--- src/rtl/btb_pkg.sv ---
`default_nettype none
// ============================================================================
//  Module      : btb_pkg
//  Description : Shared types and encodings for the BTB update controller:
//                2-bit counter encodings, controller FSM states and the
//                table entry layout.
//  Revision    : 1.0 - initial release
// ============================================================================
package btb_pkg;

    // 2-bit saturating branch-direction counter encodings
    localparam logic [1:0] CTR_STRONG_NT = 2'b00;
    localparam logic [1:0] CTR_WEAK_NT   = 2'b01;
    localparam logic [1:0] CTR_WEAK_T    = 2'b10;
    localparam logic [1:0] CTR_STRONG_T  = 2'b11;

    // Width of the tag and target fields held in a table entry. Tags are
    // stored zero-extended into this field, so the controller's ADDR_W must
    // not exceed it.
    localparam int BTB_FIELD_W = 32;

    // Controller sequencing states
    typedef enum logic [1:0] {
        IDLE   = 2'd0,
        UPDATE = 2'd1,
        FLUSH  = 2'd2
    } btb_ctrl_state_t;

    // One direct-mapped BTB entry
    typedef struct packed {
        logic                   valid;
        logic [BTB_FIELD_W-1:0] tag;
        logic [BTB_FIELD_W-1:0] target;
        logic [1:0]             ctr;
    } btb_entry_t;

endpackage : btb_pkg
`default_nettype wire

--- src/rtl/btb_sat_counter.sv ---
`default_nettype none
// ============================================================================
//  Module      : btb_sat_counter
//  Description : Combinational 2-bit saturating counter step. Taken moves
//                toward strong-taken, not-taken toward strong-not-taken,
//                both saturating at the ends.
//  Revision    : 1.0 - initial release
// ============================================================================
module btb_sat_counter
    import btb_pkg::*;
(
    input  logic [1:0] ctr_i,
    input  logic       taken_i,
    output logic [1:0] ctr_o
);

    // Explicit step table so the saturation points are obvious at a glance
    always_comb begin
        ctr_o = ctr_i;
        if (taken_i) begin
            case (ctr_i)
                CTR_STRONG_NT: ctr_o = CTR_WEAK_NT;
                CTR_WEAK_NT:   ctr_o = CTR_WEAK_T;
                CTR_WEAK_T:    ctr_o = CTR_STRONG_T;
                default:       ctr_o = CTR_STRONG_T;
            endcase
        end else begin
            case (ctr_i)
                CTR_STRONG_T:  ctr_o = CTR_WEAK_T;
                CTR_WEAK_T:    ctr_o = CTR_WEAK_NT;
                CTR_WEAK_NT:   ctr_o = CTR_STRONG_NT;
                default:       ctr_o = CTR_STRONG_NT;
            endcase
        end
    end

endmodule : btb_sat_counter
`default_nettype wire

--- src/rtl/btb_update_controller.sv ---
`default_nettype none
// ============================================================================
//  Module      : btb_update_controller
//  Description : Owns a direct-mapped branch target buffer. Fetch reads it
//                combinationally; resolved branches arrive over a
//                valid/ready port and are applied by a one-cycle
//                read-modify-write. Flush walks the table one entry per
//                cycle so the storage can later become a single-port RAM.
//  Revision    : 1.0 - initial release
// ============================================================================
module btb_update_controller
    import btb_pkg::*;
#(
    parameter int ENTRIES = 16,
    parameter int ADDR_W  = 32
)(
    input  logic              btb_ctrl_clk,
    input  logic              btb_ctrl_rst_n,
    input  logic              btb_ctrl_flush,
    input  logic [ADDR_W-1:0] btb_ctrl_lookup_pc,
    output logic              btb_ctrl_hit,
    output logic              btb_ctrl_pred_taken,
    output logic [ADDR_W-1:0] btb_ctrl_pred_target,
    input  logic              btb_ctrl_upd_valid,
    output logic              btb_ctrl_upd_ready,
    input  logic [ADDR_W-1:0] btb_ctrl_upd_pc,
    input  logic              btb_ctrl_upd_taken,
    input  logic [ADDR_W-1:0] btb_ctrl_upd_target,
    output logic              btb_ctrl_busy
);

    localparam int IDX_W = $clog2(ENTRIES);
    localparam int TAG_W = ADDR_W - IDX_W - 2;
    localparam logic [IDX_W-1:0] LAST_IDX = IDX_W'(ENTRIES - 1);

    // ------------------------------------------------------------------------
    // State
    // ------------------------------------------------------------------------
    btb_ctrl_state_t   state_q, state_d;
    logic [IDX_W-1:0]  flush_idx_q, flush_idx_d;
    btb_entry_t        table_q [ENTRIES];

    // Latched update (word-aligned PC only; pc[1:0] carries no information)
    logic [ADDR_W-1:2] upd_pc_q;
    logic              upd_taken_q;
    logic [ADDR_W-1:0] upd_target_q;
    logic              latch_en;

    // Single table write port shared by the update and flush paths
    logic              wr_en;
    logic [IDX_W-1:0]  wr_idx;
    btb_entry_t        wr_entry;

    // The two low PC bits never select or tag an entry
    logic unused_pc_lsbs;
    assign unused_pc_lsbs = ^{btb_ctrl_lookup_pc[1:0], btb_ctrl_upd_pc[1:0]};

    // ------------------------------------------------------------------------
    // Fetch lookup: reads the registered table, so a same-cycle write is
    // not visible until the following cycle.
    // ------------------------------------------------------------------------
    logic [IDX_W-1:0] lk_idx;
    logic [TAG_W-1:0] lk_tag;
    btb_entry_t       lk_entry;
    logic             lk_match;

    assign lk_idx   = btb_ctrl_lookup_pc[IDX_W+1:2];
    assign lk_tag   = btb_ctrl_lookup_pc[ADDR_W-1:IDX_W+2];
    assign lk_entry = table_q[lk_idx];
    assign lk_match = lk_entry.valid && (lk_entry.tag == BTB_FIELD_W'(lk_tag));

    // Lookup outputs, suppressed while the table is mid-invalidation
    always_comb begin
        btb_ctrl_hit         = 1'b0;
        btb_ctrl_pred_taken  = 1'b0;
        btb_ctrl_pred_target = '0;
        if (state_q != FLUSH && lk_match) begin
            btb_ctrl_hit         = 1'b1;
            btb_ctrl_pred_taken  = lk_entry.ctr[1];
            btb_ctrl_pred_target = ADDR_W'(lk_entry.target);
        end
    end

    assign btb_ctrl_busy = (state_q != IDLE);

    // ------------------------------------------------------------------------
    // Update read side: entry addressed by the latched PC
    // ------------------------------------------------------------------------
    logic [IDX_W-1:0] upd_idx;
    logic [TAG_W-1:0] upd_tag;
    btb_entry_t       upd_entry;
    logic             upd_hit;
    logic [1:0]       ctr_next;

    assign upd_idx   = upd_pc_q[IDX_W+1:2];
    assign upd_tag   = upd_pc_q[ADDR_W-1:IDX_W+2];
    assign upd_entry = table_q[upd_idx];
    assign upd_hit   = upd_entry.valid && (upd_entry.tag == BTB_FIELD_W'(upd_tag));

    btb_sat_counter u_sat_counter (
        .ctr_i   (upd_entry.ctr),
        .taken_i (upd_taken_q),
        .ctr_o   (ctr_next)
    );

    // ------------------------------------------------------------------------
    // Next-state, handshake and table-write decode
    // ------------------------------------------------------------------------
    always_comb begin
        state_d            = state_q;
        flush_idx_d        = flush_idx_q;
        btb_ctrl_upd_ready = 1'b0;
        latch_en           = 1'b0;
        wr_en              = 1'b0;
        wr_idx             = upd_idx;
        wr_entry           = upd_entry;

        case (state_q)
            IDLE: begin
                // Flush has priority; an update offered alongside it is refused
                btb_ctrl_upd_ready = !btb_ctrl_flush;
                if (btb_ctrl_flush) begin
                    state_d     = FLUSH;
                    flush_idx_d = '0;
                end else if (btb_ctrl_upd_valid) begin
                    latch_en = 1'b1;
                    state_d  = UPDATE;
                end
            end

            UPDATE: begin
                if (btb_ctrl_flush) begin
                    // Pending update is dropped; the table is about to be wiped
                    state_d     = FLUSH;
                    flush_idx_d = '0;
                end else begin
                    state_d = IDLE;
                    if (upd_hit) begin
                        wr_en        = 1'b1;
                        wr_entry.ctr = ctr_next;
                        if (upd_taken_q) begin
                            wr_entry.target = BTB_FIELD_W'(upd_target_q);
                        end
                    end else if (upd_taken_q) begin
                        // Allocate, evicting whatever shares this index
                        wr_en           = 1'b1;
                        wr_entry.valid  = 1'b1;
                        wr_entry.tag    = BTB_FIELD_W'(upd_tag);
                        wr_entry.target = BTB_FIELD_W'(upd_target_q);
                        wr_entry.ctr    = CTR_WEAK_T;
                    end
                end
            end

            FLUSH: begin
                // Tag and target are left in place; only valid/counter reset
                wr_en          = 1'b1;
                wr_idx         = flush_idx_q;
                wr_entry       = table_q[flush_idx_q];
                wr_entry.valid = 1'b0;
                wr_entry.ctr   = CTR_STRONG_NT;
                if (btb_ctrl_flush) begin
                    flush_idx_d = '0;
                end else if (flush_idx_q == LAST_IDX) begin
                    state_d     = IDLE;
                    flush_idx_d = '0;
                end else begin
                    flush_idx_d = flush_idx_q + 1'b1;
                end
            end

            default: begin
                state_d     = IDLE;
                flush_idx_d = '0;
            end
        endcase
    end

    // ------------------------------------------------------------------------
    // FSM state and flush walk pointer
    // ------------------------------------------------------------------------
    always_ff @(posedge btb_ctrl_clk or negedge btb_ctrl_rst_n) begin
        if (!btb_ctrl_rst_n) begin
            state_q     <= IDLE;
            flush_idx_q <= '0;
        end else begin
            state_q     <= state_d;
            flush_idx_q <= flush_idx_d;
        end
    end

    // Capture the accepted update for the read-modify-write cycle
    always_ff @(posedge btb_ctrl_clk or negedge btb_ctrl_rst_n) begin
        if (!btb_ctrl_rst_n) begin
            upd_pc_q     <= '0;
            upd_taken_q  <= 1'b0;
            upd_target_q <= '0;
        end else if (latch_en) begin
            upd_pc_q     <= btb_ctrl_upd_pc[ADDR_W-1:2];
            upd_taken_q  <= btb_ctrl_upd_taken;
            upd_target_q <= btb_ctrl_upd_target;
        end
    end

    // Table storage: one entry written per cycle at most
    always_ff @(posedge btb_ctrl_clk or negedge btb_ctrl_rst_n) begin
        if (!btb_ctrl_rst_n) begin
            for (int i = 0; i < ENTRIES; i++) begin
                table_q[i] <= '0;
            end
        end else if (wr_en) begin
            table_q[wr_idx] <= wr_entry;
        end
    end

endmodule : btb_update_controller
`default_nettype wire

--- config.mk ---
export PLATFORM = sky130hd
export DESIGN_NAME = btb_update_controller
export DESIGN_NICKNAME = d
export VERILOG_FILES = /design/src/rtl/btb_pkg.sv /design/src/rtl/btb_sat_counter.sv /design/src/rtl/btb_update_controller.sv
export SDC_FILE = /design/constraint.sdc
export NUM_CORES = 2
export LEC_CHECK = 0
export CAP_MARGIN = 20
export CORE_MARGIN = 5
export CORE_UTILIZATION = 35
export DETAILED_ROUTE_END_ITERATION = 10
export GPL_ROUTABILITY_DRIVEN = 0
export PLACE_DENSITY = 0.53
export SYNTH_ARGS = -nofsm -noshare
export SYNTH_HDL_FRONTEND = slang
export SYNTH_HIERARCHICAL = 1
export SYNTH_SLANG_ARGS = --single-unit
--- constraint.sdc ---
create_clock -name btb_ctrl_clk -period 6.3 [get_ports btb_ctrl_clk]
set_input_delay 1.26 -clock btb_ctrl_clk [delete_from_list [all_inputs] [get_ports btb_ctrl_clk]]
set_output_delay 1.26 -clock btb_ctrl_clk [all_outputs]
set_load 0.02 [all_outputs]
==> out/results.tsv <==
stage	metric	value	unit
clock_network	Sink Count	1141	
cells_and_area	Reg area	28600	um2
yosys	Net Count, Synth	5442	
routing	Via-to-Cell Ratio	7.19	
placement	DP Area	78800	um2
yosys	mean post-synth cell area	13.7	um2
routing	DRC viols	0	
cells_and_area	multi-input logic area	41400	um2
grt	first-pass GRT wire length	437	mm
yosys	Synth cell types	71	
cells_and_area	# fillers	19116	
sta	sum of negative setup slack	0	ps
worst_setup_path	crit end category	output pin	
clock_network	CTS Buffer Depth	3	
worst_setup_path	Setup CP Type	input pin to output pin	
grt	total global-route track usage	27.3	%
placement	post-place setup slack	-206	ps
grt	met2 usage	40.3	%
yosys	Syn Std Cell Area	73100	um2
placement	PortBufs	132	
yosys	synthesized instance count	5337	
cells_and_area	Non-Filler Instances	8134	
yosys	most used flip-flop cell after synthesis	dfrtp_1	
sta	Slew @ Worst Pin	1280	ps
sta	fin crit share	98.0	%
yosys	Synth area leader	dfrtp_1	
yosys	top post-synthesis cells by area	dfrtp_1 39%, mux4_2 27%, mux2_2 9.3%, a311oi_1 5.2%, a31oi_1 3.8%	
worst_setup_path	crit path cell chain	buf_12 > buf_6 > mux4_2 > mux4_2 > xnor2_2 > buf_4 > nand4_1 > nor3_2 > buf_4 > nand4_1 > buf_12 > nor2b_1 > clkdlybuf4s50_1	
yosys	synthesized flop and latch total	1141	
clock_network	TritonCTS Buffers	140	
sta	Max transition margin	14.2	%
routing	routed len/inst	37.4	um
placement	placed insts	7883	
cells_and_area	most common cell after layout, fill and taps aside	dfrtp_1	
min_path	HP Class	input pin to async pin	
worst_setup_path	critical path's slowest cell	clkdlybuf4s50_1	
clock_network	clk slew on worst S/H paths	60	ps
routing	Vias	58459	
worst_setup_path	R2R cell count	10	
routing	DRT antenna net count	0	
sta	Max Fclk	162	MHz
worst_setup_path	crit path DAT	4910	ps
worst_setup_path	WP data required	5040	ps
yosys	sequential-to-total area share from yosys stat	39.0	%
yosys	EDFF count, synth	0	
status	status	completed	
sta	Pins Over Slew Limit	0	
worst_setup_path	Crit path max-delay family	buffers and inverters	
yosys	Yosys top cell area share	39.0	%
grt	GR peak layer	met2	
sta	Hold Vio Cnt, Final	0	
worst_setup_path	critical path buffer and inverter count	6	
routing	final WL	304	mm
yosys	Async SR Flop Fraction	100	%
pwr	Static Leak	33.2	nW
routing	DRT iter0 DRCs	8246	
cells_and_area	post-route cell area	83500	um2
grt	pin count of the biggest net entering global routing	180	
worst_setup_path	Max FO, Critical Path	34	
cells_and_area	NumNets Final	5343	
clock_network	clock root cell	clkbuf_16	
sta	final setup fails	0	
sta	Final WS setup	128	ps
grt	GR Util met1	36.2	%
worst_setup_path	CP peak stage delay	610	ps
worst_setup_path	RR Endpoint	table_q[584]	
worst_setup_path	type of origin of the critical path	input pin	
run	max_cap viols	0	
clock_network	CTS H-Tree Depth	4	
grt	vias in the first global route	58200	
cells_and_area	Area Overhead vs Synth	14.1	%
pwr	Peak VDD IR	340	uV
floorplanning	die area	218000	um2
sta	skew final	33.5	ps
clock_network	CTS Hold Bufs	0	
sta	Final min period	6170	ps
yosys	total number of yosys warnings	6	
pwr	cell area power density	420	nW/um2
cells_and_area	share of layout cells above drive strength 1	41.1	%
floorplanning	Rows	167	
grt	initial antenna violation count	7	
floorplanning	starting density of the core	35.3	%
cells_and_area	most frequent cells in the layout	1,134 x dfrtp_1, 892 x mux4_2, 603 x mux2_2	
floorplanning	chip width	467	um
grt	gr ovfl total	0	
routing	drt pass-1 iters	7	
worst_setup_path	reg-to-reg startpoint	upd_pc_q[2]	
floorplanning	Die Y	467	um
floorplanning	Core ar.	207000	um2
floorplanning	Top Ports	137	
placement	post-DP HPWL	175	mm
worst_setup_path	R2R setup slack	500	ps
grt	met3 Use GR	8.60	%
clock_network	Clock Latency Late Sink	830	ps
clock_network	CTS tree	yes	
## sequential cells by signal (all words and copies together) (netlist names)
register and count:
flush_idx_q 4, upd_pc_q 30, upd_taken_q 1, table_q 1072, upd_target_q 32, state_q 2
## metrics by stage
step | hold WS, ps | utilization [%] | total power [mW]
after floorplan | 475 | - | 20.9
after global placement | 489 | 38.0 | 26.1
after detailed placement | 496 | 38.0 | 26.4
after CTS | 397 | 40.2 | 34.7
after global routing | 428 | 40.2 | 36.3
final | 407 | 40.2 | 35.1
## layer usage
layer / part of all wire [%] / vias to the layer above / wire [um]
met1: 38 / 30886 / 115000
met2: 44 / 4420 / 134000
met4: 5.8 / 8 / 17700
li1: - / 22138 / -
met3: 12 / 1007 / 37600
met5: 0.031 / - / 94
## power breakdown
part / switching, mW / internal (mW) / leakage [nW]
Combinational: 8.73 / 6.55 / 16.1
Clock: 3.56 / 4.69 / 2.24
Sequential: 2.43 / 9.11 / 14.9
## worst max-delay path by stage
stage,from,to,cells after the start
final,btb_ctrl_lookup_pc[2],btb_ctrl_pred_target[19],13
after CTS,btb_ctrl_lookup_pc[2],btb_ctrl_pred_target[8],12
after global placement,btb_ctrl_lookup_pc[2],btb_ctrl_pred_target[2],13
after global routing,btb_ctrl_lookup_pc[2],btb_ctrl_pred_target[19],13
after floorplan,btb_ctrl_lookup_pc[2],btb_ctrl_pred_target[0],9
after detailed placement,btb_ctrl_lookup_pc[2],btb_ctrl_pred_target[1],13
## synth_stat cells, types with 43 or more instances
| library cell | number |
|---|---|
| nor2b_1 | 43 |
| nor3_1 | 68 |
| a31oi_1 | 446 |
| clkbuf_1 | 447 |
| mux2_2 | 603 |
| mux2i_1 | 88 |
| buf_1 | 100 |
| a311oi_1 | 433 |
| a22oi_1 | 89 |
| nor2_1 | 53 |
| buf_2 | 121 |
| mux4_2 | 892 |
| dfrtp_1 | 1141 |
| nand2_1 | 83 |
| inv_1 | 125 |
| o21ai_0 | 50 |
| a32oi_1 | 109 |
## kinds of logic after synthesis
group,count (synthesis),synth area share [%]
AOI/OAI and AO/OA,1347,14.8
xor gates and xnor gates,49,0.587
adders and majority gates,6,0.0992
buffers and inverters,848,4.94
DFF,1141,39.0
muxes,1584,38.0
and+or+nand+nor,362,2.53
## worst register-to-register path: cells and delay by family, from the launching register on
family,cells,cell delay (ps)
AO/OA/AOI/OAI,3,1390
XOR/XNOR,1,690
buffers and inverters,2,770
flip-flops,1,1030
multiplexers,3,890
AND/OR/NAND/NOR,1,830
## repair_timing
| action | in CTS | in global routing |
|---|---|---|
| gates resized for setup | 8 | 30 |
| buffers inserted | 0 | 0 |
| pin swaps | 0 | 0 |
| endpoints found under the setup margin | 31 | 28 |
## area by class of cell
class	count	share of cell area, %
Multi-Input combinational cell	3348	49.6
Sequential cell	1141	34.2
Timing Repair Buffer	477	5.89
Clock buffer	191	4.70
Tap cell	2788	4.18
Clock inverter	52	0.787
Inverter	130	0.601
Antenna cell	7	0.0210
Note: power is estimated with default switching activity, not from simulation.
